<file path="src/rtl/narvie_pkg.sv">
// narvie_pkg
// Shared definitions for the instruction execution sequencer:
//   seq_state_t - FSM state encoding used by exec_sequencer
//   NOOP_INSTR  - default instruction presented to the CPU outside EXEC
//   WORD_W      - instruction word width
//   CNT_W       - width of the EXEC cycle counter and the ack timeout counter
package narvie_pkg;

    typedef enum logic [2:0] {
        ST_IDLE      = 3'd0,
        ST_EXEC      = 3'd1,
        ST_SEND      = 3'd2,
        ST_WAIT_BUSY = 3'd3,
        ST_WAIT_DONE = 3'd4
    } seq_state_t;

    localparam int              WORD_W     = 32;
    localparam int              CNT_W      = 16;
    localparam logic [WORD_W-1:0] NOOP_INSTR = 32'h00000013;

endpackage

</file>
<file path="src/rtl/instr_pending_buf.sv">
// instr_pending_buf
// One-entry holding slot for instructions that arrive while the sequencer
// cannot start them immediately, plus the sticky overflow flag.
// Ports:
//   clk12, rst   - clock, async active-high reset
//   instr_valid  - one-cycle strobe, instr_in holds a word
//   instr_in     - received instruction word
//   in_idle      - sequencer is in IDLE this cycle
//   consume      - sequencer takes the held word this cycle
//   pend_valid   - slot holds a word
//   pend_word    - held word
//   overflow     - sticky: a word arrived while the slot was full
module instr_pending_buf
    import narvie_pkg::*;
(
    input  logic              clk12,
    input  logic              rst,
    input  logic              instr_valid,
    input  logic [WORD_W-1:0] instr_in,
    input  logic              in_idle,
    input  logic              consume,
    output logic              pend_valid,
    output logic [WORD_W-1:0] pend_word,
    output logic              overflow
);

    // The slot is freed in the same cycle it is consumed, so a word arriving
    // alongside a consume refills it. In IDLE with an empty slot the word goes
    // straight to EXEC and is not stored.
    logic drop;
    logic fill;

    assign drop = instr_valid && pend_valid && !consume;
    assign fill = instr_valid && !drop && (!in_idle || consume);

    always_ff @(posedge clk12 or posedge rst) begin
        if (rst) begin
            pend_valid <= 1'b0;
            pend_word  <= '0;
            overflow   <= 1'b0;
        end else begin
            if (fill) begin
                pend_valid <= 1'b1;
                pend_word  <= instr_in;
            end else if (consume) begin
                pend_valid <= 1'b0;
            end
            if (drop) begin
                overflow <= 1'b1;
            end
        end
    end

endmodule

</file>
<file path="src/rtl/exec_sequencer.sv">
// exec_sequencer
// Presents one received instruction to the CPU, clocks the CPU for a fixed
// number of cycles, requests a regfile dump and waits for the transmitter
// handshake (bounded by a timeout) before accepting the next instruction.
// Ports:
//   clk12        - sole clock
//   rst          - async active-high reset
//   instr_valid  - one-cycle strobe, instr_in holds a word
//   instr_in     - received instruction word
//   tx_ready     - regfile transmitter idle (1) / busy (0)
//   proc_clk     - registered processor clock, 1 when not executing
//   inst_to_cpu  - registered instruction word for the CPU
//   send_regfile - one-cycle regfile dump request
//   busy         - state is not IDLE
//   overflow     - sticky: an instruction was dropped
//   tx_timeout   - sticky: the transmitter handshake timed out
//
// state     | meaning
// ----------+---------------------------------------------------------
// IDLE      | waiting for a pending or newly received instruction
// EXEC      | CPU clocked for EXEC_CYCLES cycles with the latched word
// SEND      | one-cycle regfile dump request
// WAIT_BUSY | waiting for the transmitter to go busy (tx_ready=0)
// WAIT_DONE | waiting for the transmitter to finish (tx_ready=1)
module exec_sequencer
    import narvie_pkg::*;
#(
    parameter int                EXEC_CYCLES = 10,
    parameter logic [WORD_W-1:0] NOOP        = NOOP_INSTR,
    parameter int                ACK_TIMEOUT = 255
) (
    input  logic              clk12,
    input  logic              rst,
    input  logic              instr_valid,
    input  logic [WORD_W-1:0] instr_in,
    input  logic              tx_ready,
    output logic              proc_clk,
    output logic [WORD_W-1:0] inst_to_cpu,
    output logic              send_regfile,
    output logic              busy,
    output logic              overflow,
    output logic              tx_timeout
);

    localparam logic [CNT_W-1:0] EXEC_LAST = CNT_W'(EXEC_CYCLES - 1);
    localparam logic [CNT_W-1:0] TMO_LOAD  = CNT_W'(ACK_TIMEOUT - 1);

    seq_state_t        state;
    seq_state_t        state_next;
    logic [CNT_W-1:0]  cycle_cnt;
    logic [CNT_W-1:0]  tmo_cnt;
    logic              pend_valid;
    logic [WORD_W-1:0] pend_word;
    logic              consume;
    logic              exec_start;
    logic [WORD_W-1:0] exec_word;
    logic              exec_last;
    logic              tmo_expired;
    logic              timeout_hit;

    assign exec_last   = (cycle_cnt == EXEC_LAST);
    assign tmo_expired = (tmo_cnt == '0);

    instr_pending_buf u_pending (
        .clk12       (clk12),
        .rst         (rst),
        .instr_valid (instr_valid),
        .instr_in    (instr_in),
        .in_idle     (state == ST_IDLE),
        .consume     (consume),
        .pend_valid  (pend_valid),
        .pend_word   (pend_word),
        .overflow    (overflow)
    );

    always_ff @(posedge clk12 or posedge rst) begin
        if (rst) begin
            state <= ST_IDLE;
        end else begin
            state <= state_next;
        end
    end

    always_comb begin
        state_next  = state;
        consume     = 1'b0;
        exec_start  = 1'b0;
        exec_word   = NOOP;
        timeout_hit = 1'b0;
        case (state)
            ST_IDLE: begin
                // A held word is older than one arriving now, so it goes first.
                if (pend_valid) begin
                    consume    = 1'b1;
                    exec_start = 1'b1;
                    exec_word  = pend_word;
                    state_next = ST_EXEC;
                end else if (instr_valid) begin
                    exec_start = 1'b1;
                    exec_word  = instr_in;
                    state_next = ST_EXEC;
                end
            end
            ST_EXEC: begin
                if (exec_last) begin
                    state_next = ST_SEND;
                end
            end
            ST_SEND: begin
                state_next = ST_WAIT_BUSY;
            end
            ST_WAIT_BUSY: begin
                if (tmo_expired) begin
                    timeout_hit = 1'b1;
                    state_next  = ST_IDLE;
                end else if (!tx_ready) begin
                    state_next = ST_WAIT_DONE;
                end
            end
            ST_WAIT_DONE: begin
                // A completion in the final allowed cycle is not a timeout.
                if (tx_ready) begin
                    state_next = ST_IDLE;
                end else if (tmo_expired) begin
                    timeout_hit = 1'b1;
                    state_next  = ST_IDLE;
                end
            end
            default: begin
                state_next = ST_IDLE;
            end
        endcase
    end

    always_ff @(posedge clk12 or posedge rst) begin
        if (rst) begin
            cycle_cnt   <= '0;
            proc_clk    <= 1'b1;
            inst_to_cpu <= NOOP;
        end else if (exec_start) begin
            cycle_cnt   <= '0;
            proc_clk    <= 1'b0;
            inst_to_cpu <= exec_word;
        end else if (state == ST_EXEC) begin
            if (exec_last) begin
                cycle_cnt   <= '0;
                proc_clk    <= 1'b1;
                inst_to_cpu <= NOOP;
            end else begin
                cycle_cnt <= cycle_cnt + 1'b1;
                proc_clk  <= ~proc_clk;
            end
        end
    end

    // One budget spans both wait states: loaded in SEND, counted down to zero.
    always_ff @(posedge clk12 or posedge rst) begin
        if (rst) begin
            tmo_cnt <= '0;
        end else if (state == ST_SEND) begin
            tmo_cnt <= TMO_LOAD;
        end else if ((state == ST_WAIT_BUSY || state == ST_WAIT_DONE) && !tmo_expired) begin
            tmo_cnt <= tmo_cnt - 1'b1;
        end
    end

    always_ff @(posedge clk12 or posedge rst) begin
        if (rst) begin
            tx_timeout <= 1'b0;
        end else if (timeout_hit) begin
            tx_timeout <= 1'b1;
        end
    end

    assign send_regfile = (state == ST_SEND);
    assign busy         = (state != ST_IDLE);

endmodule

</file>
<file path="config.mk">
export PLATFORM = sky130hd
export DESIGN_NAME = exec_sequencer
export DESIGN_NICKNAME = d
export VERILOG_FILES = /design/src/rtl/narvie_pkg.sv /design/src/rtl/instr_pending_buf.sv /design/src/rtl/exec_sequencer.sv
export SDC_FILE = /design/constraint.sdc
export NUM_CORES = 1
export LEC_CHECK = 0
export CAP_MARGIN = 10
export CORE_MARGIN = 2
export CORE_UTILIZATION = 55
export CTS_BUF_LIST = sky130_fd_sc_hd__clkbuf_4 sky130_fd_sc_hd__clkbuf_8
export CTS_CLUSTER_SIZE = 20
export DETAILED_ROUTE_END_ITERATION = 8
export PLACE_DENSITY = 0.89
export SYNTH_ARGS = -nofsm -noshare
export SYNTH_HDL_FRONTEND = slang
export SYNTH_SLANG_ARGS = --single-unit
</file>
<file path="constraint.sdc">
create_clock -name clk12 -period 11.45 [get_ports clk12]
set_clock_uncertainty 0.05 [all_clocks]
set_input_delay 2.8625 -clock clk12 [delete_from_list [all_inputs] [get_ports clk12]]
set_output_delay 2.8625 -clock clk12 [all_outputs]
set_load 0.02 [all_outputs]
</file>
==> results of run 1 <==
layer usage:
layer / up-vias / wire length (um)
met5: - / 0
met4: 0 / 180
met3: 29 / 675
met2: 123 / 5660
met1: 1864 / 4620
li1: 1724 / -
registers in the layout, indices dropped and copies added (netlist names):
name	flops
cycle_cnt	16
inst_to_cpu	32
proc_clk	1
state	3
tmo_cnt	16
tx_timeout	1
u_pending.overflow	1
u_pending.pend_valid	1
u_pending.pend_word	32
critical path: cells and delay by family, from the launching register on:
kind,cells,cell delay [ns]
DFF,1,0.64
buffers and inverters,2,1.01
and+or+nand+nor,2,0.40
power groups by stage:
stage	logic (mW)	clock network, mW	registers (mW)
6_report	0.630	0.229	0.656
5_1_grt	0.691	0.247	0.676
4_1_cts	0.633	0.232	0.652
3_5_place_dp	0.625	0	0.655
3_3_place_gp	0.603	0	0.642
2_1_floorplan	0.360	0	0.685
final cells by class:
class | count | area share, %
multi-input combinational | 282 | 33.9
inverter | 39 | 2.59
tap | 105 | 2.28
sequential | 103 | 44.9
timing repair buffer | 75 | 12.9
clock buffer | 9 | 2.15
clock inverter | 7 | 1.30
metrics by stage:
stage / instance area (um2) / utilization [%]
final: 5750 / 69.3
after CTS: 5750 / 69.3
after detailed placement: 5560 / 66.9
after global routing: 5750 / 69.3
after floorplan: 4760 / -
after global placement: 5560 / 66.9
cells in the mapped netlist (all sizes together), types with 2 or more instances:
| library cell | number |
|---|---|
| dfrtp | 99 |
| a22oi | 29 |
| or3 | 3 |
| nand3 | 12 |
| inv | 39 |
| clkbuf | 17 |
| nor2 | 30 |
| o22ai | 4 |
| a31oi | 8 |
| nor3 | 14 |
| a311oi | 2 |
| nor4 | 6 |
| nand2 | 20 |
| mux2 | 32 |
| and2 | 2 |
| a41oi | 2 |
| nor3b | 5 |
| nand3b | 5 |
| a21o | 2 |
| or4 | 2 |
| xnor2 | 4 |
| nand4 | 7 |
| nand2b | 4 |
| a21oi | 9 |
| o21ai | 34 |
| and3 | 4 |
| ha | 4 |
| a211oi | 3 |
| xor2 | 14 |
| buf | 6 |
| dfstp | 4 |
logic make-up (layout without fill, tap and decap cells):
family | Yosys count | in the layout
multiplexers | 33 | 33
XOR/XNOR | 18 | 18
flip-flops | 103 | 103
buffers and inverters | 62 | 130
AND/OR/NAND/NOR | 124 | 124
AO/OA/AOI/OAI | 102 | 102
adder cells (fa/ha/maj) | 5 | 5
final timing paths:
check,startpoint,slack (ns),cells past startpoint,to
setup reg to reg,state[1],8.70,5,u_pending.pend_word[30]
hold / removal,tx_timeout,0.42,1,tx_timeout
setup / recovery,state[1],6.13,4,send_regfile
hold reg to reg,tx_timeout,0.42,1,tx_timeout
max in group asynchronous,rst,7.38,3,cycle_cnt[10]
min in group asynchronous,rst,2.80,2,inst_to_cpu[18]
==> results by group, run 1 <==
Critical path
  – Crit Path Max Fanout: 17
  – Worst path required time: between 8 and 9 ns
  – Critical path, cell by cell: and2b_1 > nand2b_1 > inv_1 > clkdlybuf4s50_1
  – Max stage delay on crit path: 0.68 ns
  – CP Capture Type: primary output
  – Critical Path Start Type: flip-flop
  – Critical path type: flip-flop to primary output
  – CP Data Arrival Time: about 2.4 ns
  – Slowest CP cell: clkdlybuf4s50_1

Power and ir drop
  – Switching share of power: about two fifths
  – Maximum vdd drop: 0.158 mV
  – Seq pwr share: a little over two fifths
  – Switch Pwr: slightly above 600 uW
  – Logic pwr share: around two fifths
  – Lkg Pwr: 2.48 nW
  – Internal: around 900 uW
  – Tot Pwr: 1.51 mW
  – Clock power frac: 15.1%
  – PwrDens: 263 nW/um2

Synthesis
  – Gate Count Post-Synth: approximately 450
  – Xor/xnor share of the synthesized area: under 10%
  – Synth Area in Simple Gates: between 10% and 20%
  – Async SR Flop Fraction: 100%
  – #FFs+latches synth: 103
  – Number of enable flip-flop cells after synthesis: 0
  – Largest family of logic cells by synthesized area: compound AO/OA/AOI/OAI gates
  – Synth Flop Type: dfrtp_1
  – Yosys top cell area share: a little over half
  – Ys Warns: 0
  – Avg Cell Area, Syn: approximately 11 um2
  – Complex-gate fraction of the synthesized area: between 10 and 15%
  – Yosys cell types: 55
  – Mux contribution to synthesized area: 7.79%
  – Synthesized-area fraction occupied by adder cells: about 1.3%
  – Cell taking the most area after synthesis: dfrtp_1
  – Syn_nets: about 490
  – Seq/Total Area, Yosys: about 54%
  – Ranking of synthesized cells by area: dfrtp_1, mux2_2, a22oi_1
  – Mapped Area: about 4800 um2

Placed design
  – Placer congestion estimate: slightly above 0.9
  – Pre-CTS WS: about 6.6 ns
  – IO Port Bufs: just over 70
  – # placed instances: roughly 600
  – Post-detail-place hpwl: ~7300 um

Layout
  – Multi-input gate area: just under 2000 um2
  – FF/Latch Area: 2580 um2
  – Antenna Cells: 0
  – Most frequent cells in the layout: dfrtp_1, clkdlybuf4s50_1, inv_1, o21ai_0, mux2_2
  – Layout cell share with drive strength beyond 1: between 10% and 20%
  – Nets: 550
  – Cell Count, Final, Fillers Out: slightly above 600
  – Commonest non-fill, non-tap cell in the layout: dfrtp_1
  – Area grow syn2layout: 21.0%
  – Filler Cells Inserted: ~580

GRT
  – GR Util met3: roughly 7.2%
  – Vias in the first global route: 3872
  – Met2 GRT Util: between 40% and 50%
  – Routing usage on met1: 30.6%
  – GRT Overall Usage: between 20% and 30%
  – Largest net degree at the start of global routing: 64
  – First-pass GRT wire length: around 19000 um
  – Total gr overflow: 0
  – Initial antenna violation count: 0
  – Global route hottest layer: met2

Timing
  – Final setup TNS: 0 ns
  – Slew HR: a little over a quarter
  – Tcrit/Tclk final: between 40% and 50%
  – Final Max Slew Viols: 0
  – Final worst path period need: between 5 and 6 ns
  – Setup Viol. Count Final: 0
  – Fmax: about 190 MHz
  – Final worst slack: a little over 6 ns
  – Tightest Pin Transition: 1.09 ns
  – RSZ-0062 raised after global routing: false
  – Final hold slack: ~0.42 ns
  – Fin. Hold Viols: 0

Clock tree
  – CTS sink count: 103
  – H-tree Lvls: 3
  – Setup Fix Bufs, Post-CTS: 0
  – Post_cts resized: 0
  – Hold Buf Count CTS: 0
  – Clk_lat worst skew: between 0.3 and 0.4 ns
  – CTS Buf Count: 9
  – Clock Path Buffers: 2
  – Clk pin slew, worst setup/hold paths: between 0.1 and 0.15 ns
  – CTS root buffer: clkbuf_8
  – TritonCTS clock tree: done

Floorplanning
  – Core area: 8300 um2
  – Die height: 97.0 um
  – Die X: 97.0 um
  – Die Area: about 9400 um2
  – Row count: 33
  – Initial Util: between 50% and 60%
  – Io pins: 73

Detailed routing
  – # DRC: 0
  – Initial DRC count: around 300
  – DR WL/cell: between 15 and 20 um
  – Via count: ~3700
  – ANT nets after route: 0
  – Drt first pass iters: 6
  – Final wirelength: about 11000 um
  – Avg Vias per Cell: between 6 and 7

Status
  – Status: finished, final reports clean

Job
  – Max capacitance violation total: 0

Worst hold path
  – HP Class: flip-flop to flip-flop
Power figures use the tool's default switching activity.
==> inputs of run 2 (changes only) <==
--- a/config.mk
+++ b/config.mk
@@ -7,11 +7,11 @@
 export LEC_CHECK = 0
 export CAP_MARGIN = 10
 export CORE_MARGIN = 2
-export CORE_UTILIZATION = 55
+export CORE_UTILIZATION = 50
 export CTS_BUF_LIST = sky130_fd_sc_hd__clkbuf_4 sky130_fd_sc_hd__clkbuf_8
 export CTS_CLUSTER_SIZE = 20
 export DETAILED_ROUTE_END_ITERATION = 8
-export PLACE_DENSITY = 0.89
+export PLACE_DENSITY = 0.86
 export SYNTH_ARGS = -nofsm -noshare
 export SYNTH_HDL_FRONTEND = slang
 export SYNTH_SLANG_ARGS = --single-unit
==> constraint.sdc (replaced) <==
create_clock -name clk12 -period 4.42 [get_ports clk12]
set_clock_uncertainty 0.05 [all_clocks]
set_input_delay 1.105 -clock clk12 [delete_from_list [all_inputs] [get_ports clk12]]
set_output_delay 1.105 -clock clk12 [all_outputs]
set_load 0.02 [all_outputs]
==> results by group, run 2 (synthesis results as in run 1) <==
Status
  – Status: finished, final reports clean

Floorplanning
  – Die Area: 10300 um2 (+9.6%)
  – Die X: 102 um (+4.7%)
  – Io pins: 73 (unchanged)
  – Die height: 102 um (+4.7%)
  – Row count: 35 (+6.1%)
  – Initial Util: 51.5% (-5.8 points)
  – Core area: 9240 um2 (+11%)

Worst hold path
  – HP Class: flip-flop to flip-flop
  – Min-delay src: inst_to_cpu[0]

Detailed routing
  – DR WL/cell: 16.3 um (-9.5%)
  – Initial DRC count: 264 (-14%)
  – # DRC: 0 (unchanged)
  – Avg Vias per Cell: 5.74 (-4.8%)
  – Final wirelength: 10500 um (-5.7%)
  – Drt first pass iters: 6 (unchanged)
  – ANT nets after route: 0 (unchanged)
  – Via count: 3709 (-0.83%)

Critical path
  – Critical path type: flip-flop to primary output
  – CP Capture Type: primary output
  – Worst path required time: 3.26 ns (-5.28 ns)
  – Worst r2r src: cycle_cnt[7]
  – Critical Path Start Type: flip-flop
  – CP Data Arrival Time: 2.38 ns (-0.03 ns)
  – Crit path from: state[1]
  – Crit Path Max Fanout: 17 (unchanged)

Clock tree
  – CTS Buf Count: 9 (unchanged)
  – H-tree Lvls: 3 (unchanged)
  – Hold Buf Count CTS: 0 (unchanged)
  – CTS sink count: 103 (unchanged)
  – Setup Fix Bufs, Post-CTS: 0 (unchanged)
  – CTS root buffer: clkbuf_8
  – Clk pin slew, worst setup/hold paths: 0.11 ns (about the same)
  – Post_cts resized: 0 (unchanged)
  – Clk_lat worst skew: 0.38 ns (about the same)
  – Clock Path Buffers: 2 (unchanged)
  – TritonCTS clock tree: done

Power and ir drop
  – Lkg Pwr: 2.49 nW (+0.13%)
  – Maximum vdd drop: 0.370 mV (+130%)
  – PwrDens: 673 nW/um2 (+160%)

Timing
  – Tcrit/Tclk final: 79.9%
  – Setup Viol. Count Final: 0 (unchanged)
  – Fin. Hold Viols: 0 (unchanged)
  – Final Max Slew Viols: 0 (unchanged)
  – Final worst slack: 0.887 ns (-5.24 ns)
  – Final setup TNS: 0 ns (unchanged)
  – Slew HR: 46.6% (+19 points)
  – Fmax: about 280 MHz
  – Final worst path period need: between 3 and 4 ns
  – RSZ-0062 raised after global routing: false
  – Tightest Pin Transition: 0.790 ns (-0.298 ns)

Layout
  – Nets: 552 (+0.36%)
  – Layout cell share with drive strength beyond 1: 12.8% (+0.34 points)
  – Filler Cells Inserted: 725 (+25%)
  – Registers with the most flip-flops: inst_to_cpu x32, u_pending.pend_word x32
  – Antenna Cells: 0 (unchanged)
  – Area grow syn2layout: 21.7%
  – Commonest non-fill, non-tap cell in the layout: dfrtp_1
  – Most frequent cells in the layout: dfrtp_1, clkdlybuf4s50_1, inv_1, o21ai_0, mux2_2

GRT
  – Initial antenna violation count: 0 (unchanged)
  – GRT Overall Usage: 22.1% (-2.1 points)
  – Vias in the first global route: 3692 (-4.6%)
  – Largest net degree at the start of global routing: 55 (-14%)
  – First-pass GRT wire length: 18000 um (-3.3%)
  – Total gr overflow: 0 (unchanged)

Placed design
  – Post-detail-place hpwl: 7070 um (-3.4%)
  – Placer congestion estimate: 0.923 (-0.19%)
  – Pre-CTS WS: 1.31 ns (-5.27 ns)
  – IO Port Bufs: 72 (unchanged)

Job
  – Max capacitance violation total: 0 (unchanged)
run 2: worst paths after layout:
path / to / cells after the start / slack (ns)
setup / recovery: send_regfile / 4 / 0.89
hold / removal: inst_to_cpu[0] / 2 / 0.42
setup reg to reg: inst_to_cpu[29] / 5 / 1.50
hold reg to reg: inst_to_cpu[0] / 2 / 0.42
max in group asynchronous: inst_to_cpu[0] / 3 / 2.34
min in group asynchronous: inst_to_cpu[15] / 2 / 1.12
run 2: worst max-delay path, cell delays in order, from the launching register on:
cell             delay [ns]
dfrtp_1                0.65
and2b_1                0.26
nand2b_1               0.12
inv_1                  0.30
clkdlybuf4s50_1        0.67
run 2: stage by stage:
| step | instances | hold slack, ns | cell area [um2] | power [mW] | util, % |
|---|---|---|---|---|---|
| 3_5_place_dp | 630 | 0.396 | 5590 | 3.31 | 60.5 |
| 2_1_floorplan | 447 | 0.404 | 4760 | 2.71 | - |
| 6_report | 646 | 0.424 | 5790 | 3.90 | 62.6 |
| 3_3_place_gp | 630 | 0.398 | 5590 | 3.22 | 60.5 |
| 4_1_cts | 646 | 0.427 | 5790 | 3.91 | 62.6 |
| 5_1_grt | 646 | 0.439 | 5790 | 4.18 | 62.6 |
run 2: report_power, final:
part / switching, mW / internal, mW / total [mW]
combinational: 0.874 / 0.756 / 1.63
clock: 0.353 / 0.227 / 0.580
sequential: 0.329 / 1.36 / 1.69
total: 1.56 / 2.34 / 3.90
run 2: layout make-up:
type | instances | area (um2) | share of cell area (%)
sequential | 103 | 2580 | 44.6
clock inverter | 6 | 63.8 | 1.10
clock buffer | 10 | 131 | 2.27
multi-input combinational | 282 | 1940 | 33.5
tap | 129 | 161 | 2.79
inverter | 39 | 149 | 2.57
timing repair buffer | 77 | 758 | 13.1
run 2: metal layers:
metal | share of wire [%] | vias to the layer above | track usage, %
li1 | - | 1727 | -
met1 | 43 | 1845 | 29.9
met2 | 50 | 119 | 34.4
met3 | 6.5 | 18 | 6.90
met4 | 1.2 | 0 | 6.76
met5 | 0 | - | 0
==> inputs of run 3 (changes only) <==
--- a/config.mk
+++ b/config.mk
@@ -7,11 +7,11 @@
 export LEC_CHECK = 0
 export CAP_MARGIN = 10
 export CORE_MARGIN = 2
-export CORE_UTILIZATION = 50
+export CORE_UTILIZATION = 55
 export CTS_BUF_LIST = sky130_fd_sc_hd__clkbuf_4 sky130_fd_sc_hd__clkbuf_8
 export CTS_CLUSTER_SIZE = 20
 export DETAILED_ROUTE_END_ITERATION = 8
-export PLACE_DENSITY = 0.86
+export PLACE_DENSITY = 0.89
 export SYNTH_ARGS = -nofsm -noshare
 export SYNTH_HDL_FRONTEND = slang
 export SYNTH_SLANG_ARGS = --single-unit
==> constraint.sdc (replaced) <==
create_clock -name clk12 -period 3.4 [get_ports clk12]
set_clock_uncertainty 0.05 [all_clocks]
set_input_delay 0.85 -clock clk12 [delete_from_list [all_inputs] [get_ports clk12]]
set_output_delay 0.85 -clock clk12 [all_outputs]
set_load 0.02 [all_outputs]
==> results by group, run 3 (synthesis results as in run 1) <==
Layout
  – Nets: 556 (+0.72%)
  – Area grow syn2layout: 22.3%
  – Most frequent cells in the layout: dfrtp_1, clkdlybuf4s50_1, inv_1, o21ai_0, mux2_2
  – Registers with the most flip-flops: inst_to_cpu x32, u_pending.pend_word x32
  – Layout cell share with drive strength beyond 1: 13.4% (+0.67 points)
  – Commonest non-fill, non-tap cell in the layout: dfrtp_1
  – Filler Cells Inserted: 556 (-23%)
  – Antenna Cells: 0 (unchanged)

Timing
  – Final worst path period need: about 3.2 ns
  – Tightest Pin Transition: 0.832 ns (+0.0420 ns)
  – Final setup TNS: 0 ns (unchanged)
  – Fin. Hold Viols: 0 (unchanged)
  – Tcrit/Tclk final: about 96%
  – Slew HR: 44.4% (-2.2 points)
  – RSZ-0062 raised after global routing: false
  – Fmax: just over 300 MHz
  – Setup Viol. Count Final: 0 (unchanged)
  – Final Max Slew Viols: 0 (unchanged)

Floorplanning
  – Io pins: 73 (unchanged)
  – Core area: 8300 um2 (-10%)
  – Die height: 97.0 um (-4.5%)
  – Die Area: 9410 um2 (-8.7%)
  – Die X: 97.0 um (-4.5%)
  – Row count: 33 (-5.7%)
  – Initial Util: 57.3% (+5.8 points)

Clock tree
  – CTS sink count: 103 (unchanged)
  – TritonCTS clock tree: done
  – H-tree Lvls: 3 (unchanged)
  – CTS root buffer: clkbuf_8
  – Clk_lat worst skew: 0.37 ns (about the same)
  – Post_cts resized: 0 (unchanged)
  – Clock Path Buffers: 2 (unchanged)
  – Hold Buf Count CTS: 0 (unchanged)
  – Setup Fix Bufs, Post-CTS: 0 (unchanged)
  – Clk pin slew, worst setup/hold paths: 0.10 ns (about the same)
  – CTS Buf Count: 9 (unchanged)

Detailed routing
  – Via count: 3732 (+0.62%)
  – # DRC: 0 (unchanged)
  – Initial DRC count: 422 (+60%)
  – Drt first pass iters: 5 (-1)
  – ANT nets after route: 0 (unchanged)
  – DR WL/cell: 16.8 um (+3.5%)
  – Avg Vias per Cell: 5.96 (+3.8%)
  – Final wirelength: 10500 um (+0.32%)

Critical path
  – Critical Path Start Type: flip-flop
  – Critical path type: flip-flop to primary output
  – Worst path required time: 2.50 ns (-0.76 ns)
  – CP Data Arrival Time: 2.35 ns (-0.03 ns)
  – CP Capture Type: primary output
  – Crit Path Max Fanout: 16 (-1)
  – R2r worst-path depth: 5 (unchanged)

Status
  – Status: finished, final reports clean

Power and ir drop
  – PwrDens: 879 nW/um2 (+31%)
  – Maximum vdd drop: 0.471 mV (+27%)
  – Tot Pwr: 5.11 mW (+31%)
  – Lkg Pwr: 2.52 nW (+1.2%)

GRT
  – Total gr overflow: 0 (unchanged)
  – First-pass GRT wire length: 18100 um (+0.57%)
  – Vias in the first global route: 3813 (+3.3%)
  – GRT Overall Usage: 23.5% (+1.4 points)
  – Initial antenna violation count: 0 (unchanged)
  – Largest net degree at the start of global routing: 39 (-29%)

Worst hold path
  – Hold path depth: 2 (unchanged)
  – HP Class: flip-flop to flip-flop

Job
  – Max capacitance violation total: 0 (unchanged)

Placed design
  – Placer congestion estimate: 0.884 (-4.2%)
  – Post-detail-place hpwl: 7220 um (+2.1%)
  – IO Port Bufs: 72 (unchanged)
## run 3: changes by cell type in the layout (fill, tap and decap cells not counted), sizes merged
cell	change
buf	+4
bufinv	+1
clkbuf	-1
clkinv	+1
inv	-1
## run 3: critical path: stages (launching register included)
cell             delay [ns]
dfrtp_1                0.54
and2b_1                0.32
nand2b_1               0.12
inv_1                  0.32
clkdlybuf4s50_1        0.68
## run 3: through the flow
step | setup slack, ns | instances | utilization (%) | instance area, um2 | hold WS, ns
global placement | 0.662 | 610 | 67.6 | 5610 | 0.392
detailed placement | 0.561 | 610 | 67.6 | 5610 | 0.402
finish | 0.153 | 626 | 70.1 | 5820 | 0.420
floorplan | 1.25 | 447 | - | 4760 | 0.404
global route | 0.0671 | 626 | 70.1 | 5820 | 0.447
CTS | 0.167 | 626 | 70.1 | 5820 | 0.422
## run 3: metal layers
metal  vias to the layer above  part of all wire (%)  track usage [%]
met5                         -                     0                0
met4                         0                   1.7             9.53
met3                        20                   6.4             5.42
met2                       130                    50             39.3
met1                      1841                    42             29.5
li1                       1741                     -                -
## run 3: layout make-up
type                            instances  area, um2  area share, %
Sequential cell                       103       2580           44.4
Multi-Input combinational cell        282       1950           33.5
Timing Repair Buffer                   81        801           13.8
Inverter                               39        150           2.58
Tap cell                              105        131           2.26
Clock buffer                            9        124           2.13
Clock inverter                          7       77.6           1.33
## run 3: final timing paths
| path | from | end | slack, ns |
|---|---|---|---|
| max | state[2] | send_regfile | 0.15 |
| max reg2reg | state[2] | tmo_cnt[9] | 0.85 |
| max in group asynchronous | rst | inst_to_cpu[24] | 1.62 |
| min in group asynchronous | rst | inst_to_cpu[10] | 0.93 |
| min reg2reg | inst_to_cpu[0] | inst_to_cpu[0] | 0.42 |
| min | inst_to_cpu[0] | inst_to_cpu[0] | 0.42 |
## run 3: power breakdown
group | leakage, nW | internal, mW | switching, mW
Combinational | 1.13 | 0.996 | 1.15
Clock | 0.106 | 0.350 | 0.436
Sequential | 1.28 | 1.77 | 0.412
